File: src/rtl/console_printer.sv
// Converts a binary value into an ASCII character stream for the VGA text console,
// one character slot per clock, in uppercase hex or zero-suppressed decimal.
module console_printer #(
  parameter int VALUE_W    = 32,
  parameter int HEX_DIGITS = VALUE_W / 4,
  parameter int DEC_DIGITS = 10
) (
  input  logic               clk,
  input  logic               rst_n,
  input  logic               start,
  input  logic               clear_req,
  input  logic [VALUE_W-1:0] value,
  input  logic               dec_mode,
  input  logic [7:0]         term_char,
  output logic [7:0]         append_char,
  output logic               clear,
  output logic               busy,
  output logic               done,
  output logic [2:0]         dbg_state
);

  // Handshake: start is accepted only on an edge where the FSM is IDLE and
  // clear_req is low; clear_req is accepted on every edge and always wins.

  localparam int BCD_W  = 4 * DEC_DIGITS;
  localparam int MAXC   = (VALUE_W > DEC_DIGITS) ? VALUE_W : DEC_DIGITS;
  localparam int CNT_W  = $clog2(MAXC + 1);
  localparam logic [CNT_W-1:0] CONV_LAST = CNT_W'(VALUE_W - 1);
  localparam logic [CNT_W-1:0] HEX_LAST  = CNT_W'(HEX_DIGITS - 1);
  localparam logic [CNT_W-1:0] DEC_LAST  = CNT_W'(DEC_DIGITS - 1);

  typedef enum logic [2:0] {
    S_IDLE    = 3'd0,
    S_CONVERT = 3'd1,
    S_EMIT    = 3'd2,
    S_TERM    = 3'd3,
    S_CLR     = 3'd4
  } state_t;

  state_t state, state_nx;

  logic [VALUE_W-1:0] sh;
  logic [BCD_W-1:0]   bcd;
  logic [BCD_W-1:0]   bcd_adj;
  logic [CNT_W-1:0]   cnt;
  logic               dec_r;
  logic [7:0]         term_r;
  logic               seen_nz;
  logic               fin_r;

  logic [3:0]         digit;
  logic [7:0]         digit_ascii;
  logic [CNT_W-1:0]   last_slot;
  logic               suppress;

  logic [7:0]         append_nx;
  logic               clear_nx;
  logic               busy_nx;
  logic               done_nx;
  logic               fin_nx;

  function automatic logic [BCD_W-1:0] dd_adjust(input logic [BCD_W-1:0] b);
    logic [BCD_W-1:0] r;
    r = b;
    for (int i = 0; i < DEC_DIGITS; i++) begin
      if (r[4*i +: 4] >= 4'd5) r[4*i +: 4] = r[4*i +: 4] + 4'd3;
    end
    return r;
  endfunction

  assign bcd_adj   = dd_adjust(bcd);
  assign dbg_state = state;

  // Both digit sources are shifted left one nibble per slot, so the MSB nibble is current.
  assign digit       = dec_r ? bcd[BCD_W-1 -: 4] : sh[VALUE_W-1 -: 4];
  assign digit_ascii = (digit < 4'd10) ? {4'h3, digit} : (8'h37 + {4'h0, digit});
  assign last_slot   = dec_r ? DEC_LAST : HEX_LAST;
  assign suppress    = (digit == 4'd0) && !seen_nz && (cnt != last_slot);

  always_ff @(posedge clk or negedge rst_n) begin
    if (!rst_n) state <= S_IDLE;
    else        state <= state_nx;
  end

  always_comb begin
    state_nx = state;
    if (clear_req) begin
      state_nx = S_CLR;
    end else begin
      case (state)
        S_IDLE:    if (start) state_nx = dec_mode ? S_CONVERT : S_EMIT;
        S_CONVERT: if (cnt == CONV_LAST) state_nx = S_EMIT;
        S_EMIT:    if (cnt == last_slot) state_nx = S_TERM;
        S_TERM:    state_nx = S_IDLE;
        S_CLR:     state_nx = S_IDLE;
        default:   state_nx = S_IDLE;
      endcase
    end
  end

  always_comb begin
    append_nx = 8'h00;
    clear_nx  = 1'b0;
    fin_nx    = 1'b0;
    busy_nx   = (state_nx != S_IDLE) || (state == S_TERM);
    done_nx   = fin_r && !clear_req;
    if (state_nx == S_CLR) begin
      clear_nx = 1'b1;
    end else begin
      case (state)
        S_EMIT:  append_nx = suppress ? 8'h00 : digit_ascii;
        S_TERM: begin
          append_nx = term_r;
          fin_nx    = 1'b1;
        end
        default: append_nx = 8'h00;
      endcase
    end
  end

  always_ff @(posedge clk or negedge rst_n) begin
    if (!rst_n) begin
      append_char <= 8'h00;
      clear       <= 1'b0;
      busy        <= 1'b0;
      done        <= 1'b0;
      fin_r       <= 1'b0;
    end else begin
      append_char <= append_nx;
      clear       <= clear_nx;
      busy        <= busy_nx;
      done        <= done_nx;
      fin_r       <= fin_nx;
    end
  end

  // Capture on an accepted start, double-dabble in CONVERT, nibble shifting in EMIT.
  always_ff @(posedge clk or negedge rst_n) begin
    if (!rst_n) begin
      sh      <= '0;
      bcd     <= '0;
      cnt     <= '0;
      dec_r   <= 1'b0;
      term_r  <= 8'h00;
      seen_nz <= 1'b0;
    end else begin
      case (state)
        S_IDLE: begin
          if (start && !clear_req) begin
            sh      <= value;
            dec_r   <= dec_mode;
            term_r  <= term_char;
            bcd     <= '0;
            cnt     <= '0;
            seen_nz <= 1'b0;
          end
        end
        S_CONVERT: begin
          bcd <= {bcd_adj[BCD_W-2:0], sh[VALUE_W-1]};
          sh  <= sh << 1;
          cnt <= (cnt == CONV_LAST) ? '0 : cnt + CNT_W'(1);
        end
        S_EMIT: begin
          cnt     <= cnt + CNT_W'(1);
          sh      <= sh << 4;
          bcd     <= bcd << 4;
          seen_nz <= seen_nz | (digit != 4'd0);
        end
        default: ;
      endcase
    end
  end

endmodule

File: config.mk
export PLATFORM = sky130hd
export DESIGN_NAME = console_printer
export DESIGN_NICKNAME = d
export VERILOG_FILES = /design/src/rtl/console_printer.sv
export SDC_FILE = /design/constraint.sdc
export NUM_CORES = 1
export LEC_CHECK = 0
export BUFFER_PORTS_ARGS = -buffer_cell sky130_fd_sc_hd__buf_2
export CORE_MARGIN = 3
export CORE_UTILIZATION = 35
export CTS_CLUSTER_DIAMETER = 200
export DETAILED_ROUTE_END_ITERATION = 10
export GPL_ROUTABILITY_DRIVEN = 1
export PLACE_DENSITY = 0.62
export SLEW_MARGIN = 10
export SYNTH_ARGS = -nofsm -noshare
export SYNTH_HDL_FRONTEND = slang
export SYNTH_SLANG_ARGS = --single-unit
File: constraint.sdc
create_clock -name clk -period 3.25 [get_ports clk]
set_input_delay 0.325 -clock clk [delete_from_list [all_inputs] [get_ports clk]]
set_output_delay 0.325 -clock clk [all_outputs]
set_load 0.05 [all_outputs]
* Word-level counts from Yosys, hierarchy flattened
Cells that the tools add are included.
** Operators by class
- Add/subtract/negate cells :: 12
- Magnitude comparators :: 11
- Equal/unequal tests :: 8
- Muxes and demuxes :: 34
- Bitwise gates (word level) :: 1
- Reductions and logical operators :: 16
** Operator list (number)
- 40-bit one-hot mux with 3 select lines :: 1
- 32-bit one-hot mux with 3 select lines :: 1
- 4-bit two-way mux :: 11
- 4-bit by 3-bit >= comparator with 1-bit output (second input constant) :: 10
- 40-bit two-way mux :: 1
- 4-bit by 2-bit adder with 4-bit output (second input constant) :: 9
- 32-bit two-way mux :: 1
- 6-bit one-hot mux with 3 select lines :: 1
- 8-bit one-hot mux with 2 select lines :: 1
- 3-bit two-way mux :: 5
- 7-bit two-way mux :: 2
- 6-bit two-way mux :: 2
- 3-bit one-hot mux with 3 select lines :: 1
- 8-bit two-way mux :: 1
- 6-bit by 4-bit adder with 7-bit output (first input constant) :: 1
- 6-bit by 1-bit adder with 6-bit output (second input constant) :: 1
- 3-bit by 2-bit == test with 1-bit output (second input constant) :: 2
- 6-bit by 4-bit == test with 1-bit output :: 1
- 6-bit by 5-bit == test with 1-bit output (second input constant) :: 1
- 6-bit by 4-bit inequality test with 1-bit output :: 1
- 2-bit AND reduction :: 3
- 3-bit nonzero test :: 2
- 1-bit logical AND :: 4
- 4-bit logical NOT :: 1
- 14 further kinds :: 18
** Word-level totals
- Bits in registers :: 103
- Input bits :: 45
- Output and inout bits :: 14
- Word-level logic and storage cells :: 94

* Logic depth before layout (Yosys ltp)
- Depth in word-level cells :: 7
- Mapped depth :: 8
- Gate-level depth less buffers :: 7

* Worst setup path before layout
Ideal clock, no wire load.
- Path type :: register to register
- Start :: reg state[2], in the netlist dbg_state[2]
- End :: reg sh[1]
- Library setup time :: 0.121 ns
- Arrival time :: 1.897 ns
- Required time :: 3.129 ns
- Slack :: 1.232 ns
- Stages on the path, launching flop included :: 7
- Buffers on the path :: 2
- Period minus slack after synthesis :: 2.018 ns
- Cell sequence :: dfrtp_1 > buf_6 > nor4b_2 > nor2b_1 > buf_4 > mux2_1 > a22o_1
** On the way
- Cells in the longest elaborated chain, start to end :: 3
- Elaborated cells on any way between the ends :: 7
- Classes of those cells :: eq/ne (3); mux (1); reduce/logical (3)
** RTL lines
- from (decl) :: RTL line 40 : state_t state, state_nx;
- from (signal assigned) :: RTL line 82 : else state <= state_nx;
- 3-bit by 2-bit == test with 1-bit output (tied with other cells) :: RTL line 147 : case (state)
- 3-bit nonzero test (no line) or 2-bit inequality test (tied branches)
- 2-bit AND reduction (no line)
- to (signal assigned) :: RTL line 150 : sh <= value;
- to (signal assigned) :: RTL line 160 : sh <= sh << 1;
- to (signal assigned) :: RTL line 165 : sh <= sh << 4;
- to (decl) :: RTL line 42 : logic [VALUE_W-1:0] sh;
Parallel ways exist; a longest one is shown, timed or not.
A chain may end at the register's enable or synchronous reset.

* Worst setup path after layout
- Start :: reg state[0], in the netlist dbg_state[0]
- End :: reg term_r[6]
** On the way
- Cells in the longest elaborated chain, start to end :: 2
** RTL lines
- 3-bit logical NOT :: RTL line 147
- 2-bit AND reduction (no line)
- to (signal assigned) :: RTL line 152 : term_r <= term_char;
- to (decl) :: RTL line 47 : logic [7:0] term_r;
No other way between the ends.

==> metrics.cfg <==
[final_layout]
fin_nets = 680
diodes = 0
final_cell_mix = dfrtp_1, buf_2, nand2_1
finish.utilization = 0.4122
final_common_cell = dfrtp_1
seqCellArea_sq_um = 2577
final_layout_size_suffix_gt1_frac = 0.1718
area_growth_pct = 13.16
final_cells = 828
fillers = 1513
multi_input_area_sq_um = 2749

[routing]
drtIter0Drc = 369
drcViolationCount = 0
finalWirelength_microns = 12910
routedWlPerCell_microns = 15.59
via_per_inst = 5.490
num_vias = 4546
drtPass1Iterations = 5
ant_nets = 0

[global_routing]
grt_max_degree = 62
grt_pass1_wl_microns = 21700
antenna_found_initial = 0
grt_pass1_vias = 4481
track_usage = 0.1477
grt-ovfl-total = 0

[clock_network]
post_cts_resized = 0
cts_tree = yes
root_buffer = clkbuf_16
cts.hold.buffers_added = 0
htree_levels = 3
cts_setup_buffers = 0
cts_buffer_depth = 2
cts_num_sinks = 103
clk_latency_ns = 0.36
cts.clk_slew.worst_paths_ns = 0.07
cts_buffers = 9

[die]
io-pin-count = 59
die_y_microns = 132.7
die-area_sq_um = 17610
rows = 45
die_w_microns = 132.7
core-area_sq_um = 15430
initial_core_util = 0.3642

[setup_path]
cp_slowest_cell = nor2b_1
crit_type = reg -> reg
cp_cell_sequence = nor4b_2 > nor2b_1 > buf_4 > mux2_1
arrival_ns = 2.64
critPathRequiredTime_ns = 3.49
cp_max_fo = 14
worstSetupStartpointType = register
end_kind = register
slowest_delay_ns = 0.65
cp.buffers_inverters = 1
crit_family = simple AND/OR/NAND/NOR gates

[placement]
dp_hpwl_microns = 8667
dp_slack_ns = 0.8684
portBuffers = 58
placed_cells = 812
gp_congestion = 0.7971

[power]
p_clk_frac = 0.366
comb_power_share = 0.138
irDropWorstVdd_uv = 286.3
internal_power_mw = 2.241
power_density_nw_per_um2 = 493.4
p_leak_nw = 2.697
finalPower_mw = 3.137
seq_power_share = 0.496
p_sw_frac = 0.2858
switchingPower_mw = 0.8967

[synthesis]
synth_fp_nets = 641
synth_area_sq_um = 5619
synth-seq-cells = 103
synthXorXnorAreaFrac = 0.02026
synthSimpleGateAreaFrac = 0.1285
ys_async_sr_fraction = 1.000
syn_avg_cell_area_sq_um = 9.807
synth_cell_types = 51
yosysWarningCount = 0
yosysSeqAreaShare = 0.4587
synth_top_family_by_area = compound AO/OA/AOI/OAI gates
synth_mux_area_frac = 0.05344
synth_edf_count = 0
syn_inst = 573
synth_compound_area_frac = 0.2329
synth-main-ff-cell = dfrtp_1
synth_fa_ha_area_frac = 0.05121

[sta]
max_freq_mhz = 416.9
skew_ns = 0.008565
rsz0062_at_grt = false
period_share = 0.7381
hold_viol = 0
worst_pin_slew_ns = 0.8171
min_period_ns = 2.399
worst_slack_ns = 0.8512
setup_tns_ns = 0
setup_viol = 0
slew_violations = 0
slew_headroom = 0.4553

[worst_hold_path]
hp-class = in -> async

[flow_run]
drv_cap = 0

[status]
outcome = completed

synth_stat cells, drive strengths merged (14+ instances only):
library cell    n  area [sq um]
mux2           24         270.3
o21ai          57         285.3
a21oi          25         140.1
dfrtp         103          2577
nand2          56         210.2
nor2           39         148.9
a22oi          54         405.4
ha             23         287.8
nor3           14         75.07
buf            32         200.2
a31oi          30         187.7
inv            22         82.58
stage by stage:
| step | hold WS, ns | cell area [sq um] |
|---|---|---|
| 2_1_floorplan | 0.02941 | 5619 |
| 6_report | 0.04797 | 6359 |
| 3_5_place_dp | 0.4583 | 6046 |
| 5_1_grt | 0.1404 | 6359 |
| 3_3_place_gp | 0.4563 | 6046 |
| 4_1_cts | 0.1030 | 6359 |
sequential cells by signal (all words and copies together) (netlist names):
signal       flops
append_char      8
bcd             40
busy             1
clear            1
cnt              6
dbg_state        3
dec_r            1
done             1
fin_r            1
seen_nz          1
sh              32
term_r           8
logic make-up (layout without fill, tap and decap cells):
logic type	count (synthesis)	after routing
buffers and inverters	61	105
AO/OA/AOI/OAI	199	199
flip-flops	103	103
multiplexers	27	27
XOR/XNOR	13	13
AND/OR/NAND/NOR	147	147
adder cells (fa/ha/maj)	23	23
worst paths after layout:
check                                             end  slack [ns]  cells past startpoint                    from
max in group asynchronous          bcd[3]$_DFFE_PN0P_        2.50                      2                   rst_n
worst min register to register         done$_DFF_PN0_        0.47                      1         fin_r$_DFF_PN0_
worst max-delay path            term_r[6]$_DFFE_PN0P_        0.85                      4  dbg_state[0]$_DFF_PN0_
worst min-delay path              bcd[14]$_DFFE_PN0P_        0.05                      1                   rst_n
min in group clk                term_r[7]$_DFFE_PN0P_        0.18                      2            term_char[7]
worst max register to register  term_r[6]$_DFFE_PN0P_        0.85                      4  dbg_state[0]$_DFF_PN0_
layout make-up:
cell class	count	area share
Clock buffer	10	0.03758
Timing Repair Buffer	67	0.05864
Tap cell	211	0.04152
Sequential cell	103	0.4054
Multi-Input combinational cell	409	0.4323
Clock inverter	6	0.01161
Inverter	22	0.01299
routing by layer:
layer / wire length [microns] / global-route usage / vias to the layer above
li1: - / - / 2164
met1: 6067 / 0.1971 / 2279
met2: 6159 / 0.2360 / 85
met3: 438 / 0.02510 / 18
met4: 247 / 0.06640 / 0
met5: 0 / 0 / -
power by group through the flow:
stage | Sequential (mW) | Combinational, mW | Clock, mW
floorplan | 1.54 | 0.316 | 0
global placement | 1.57 | 0.420 | 0
detailed placement | 1.58 | 0.439 | 0
CTS | 1.56 | 0.439 | 1.16
global route | 1.58 | 0.494 | 1.22
finish | 1.56 | 0.433 | 1.15
Note: power is estimated with default switching activity, not from simulation.
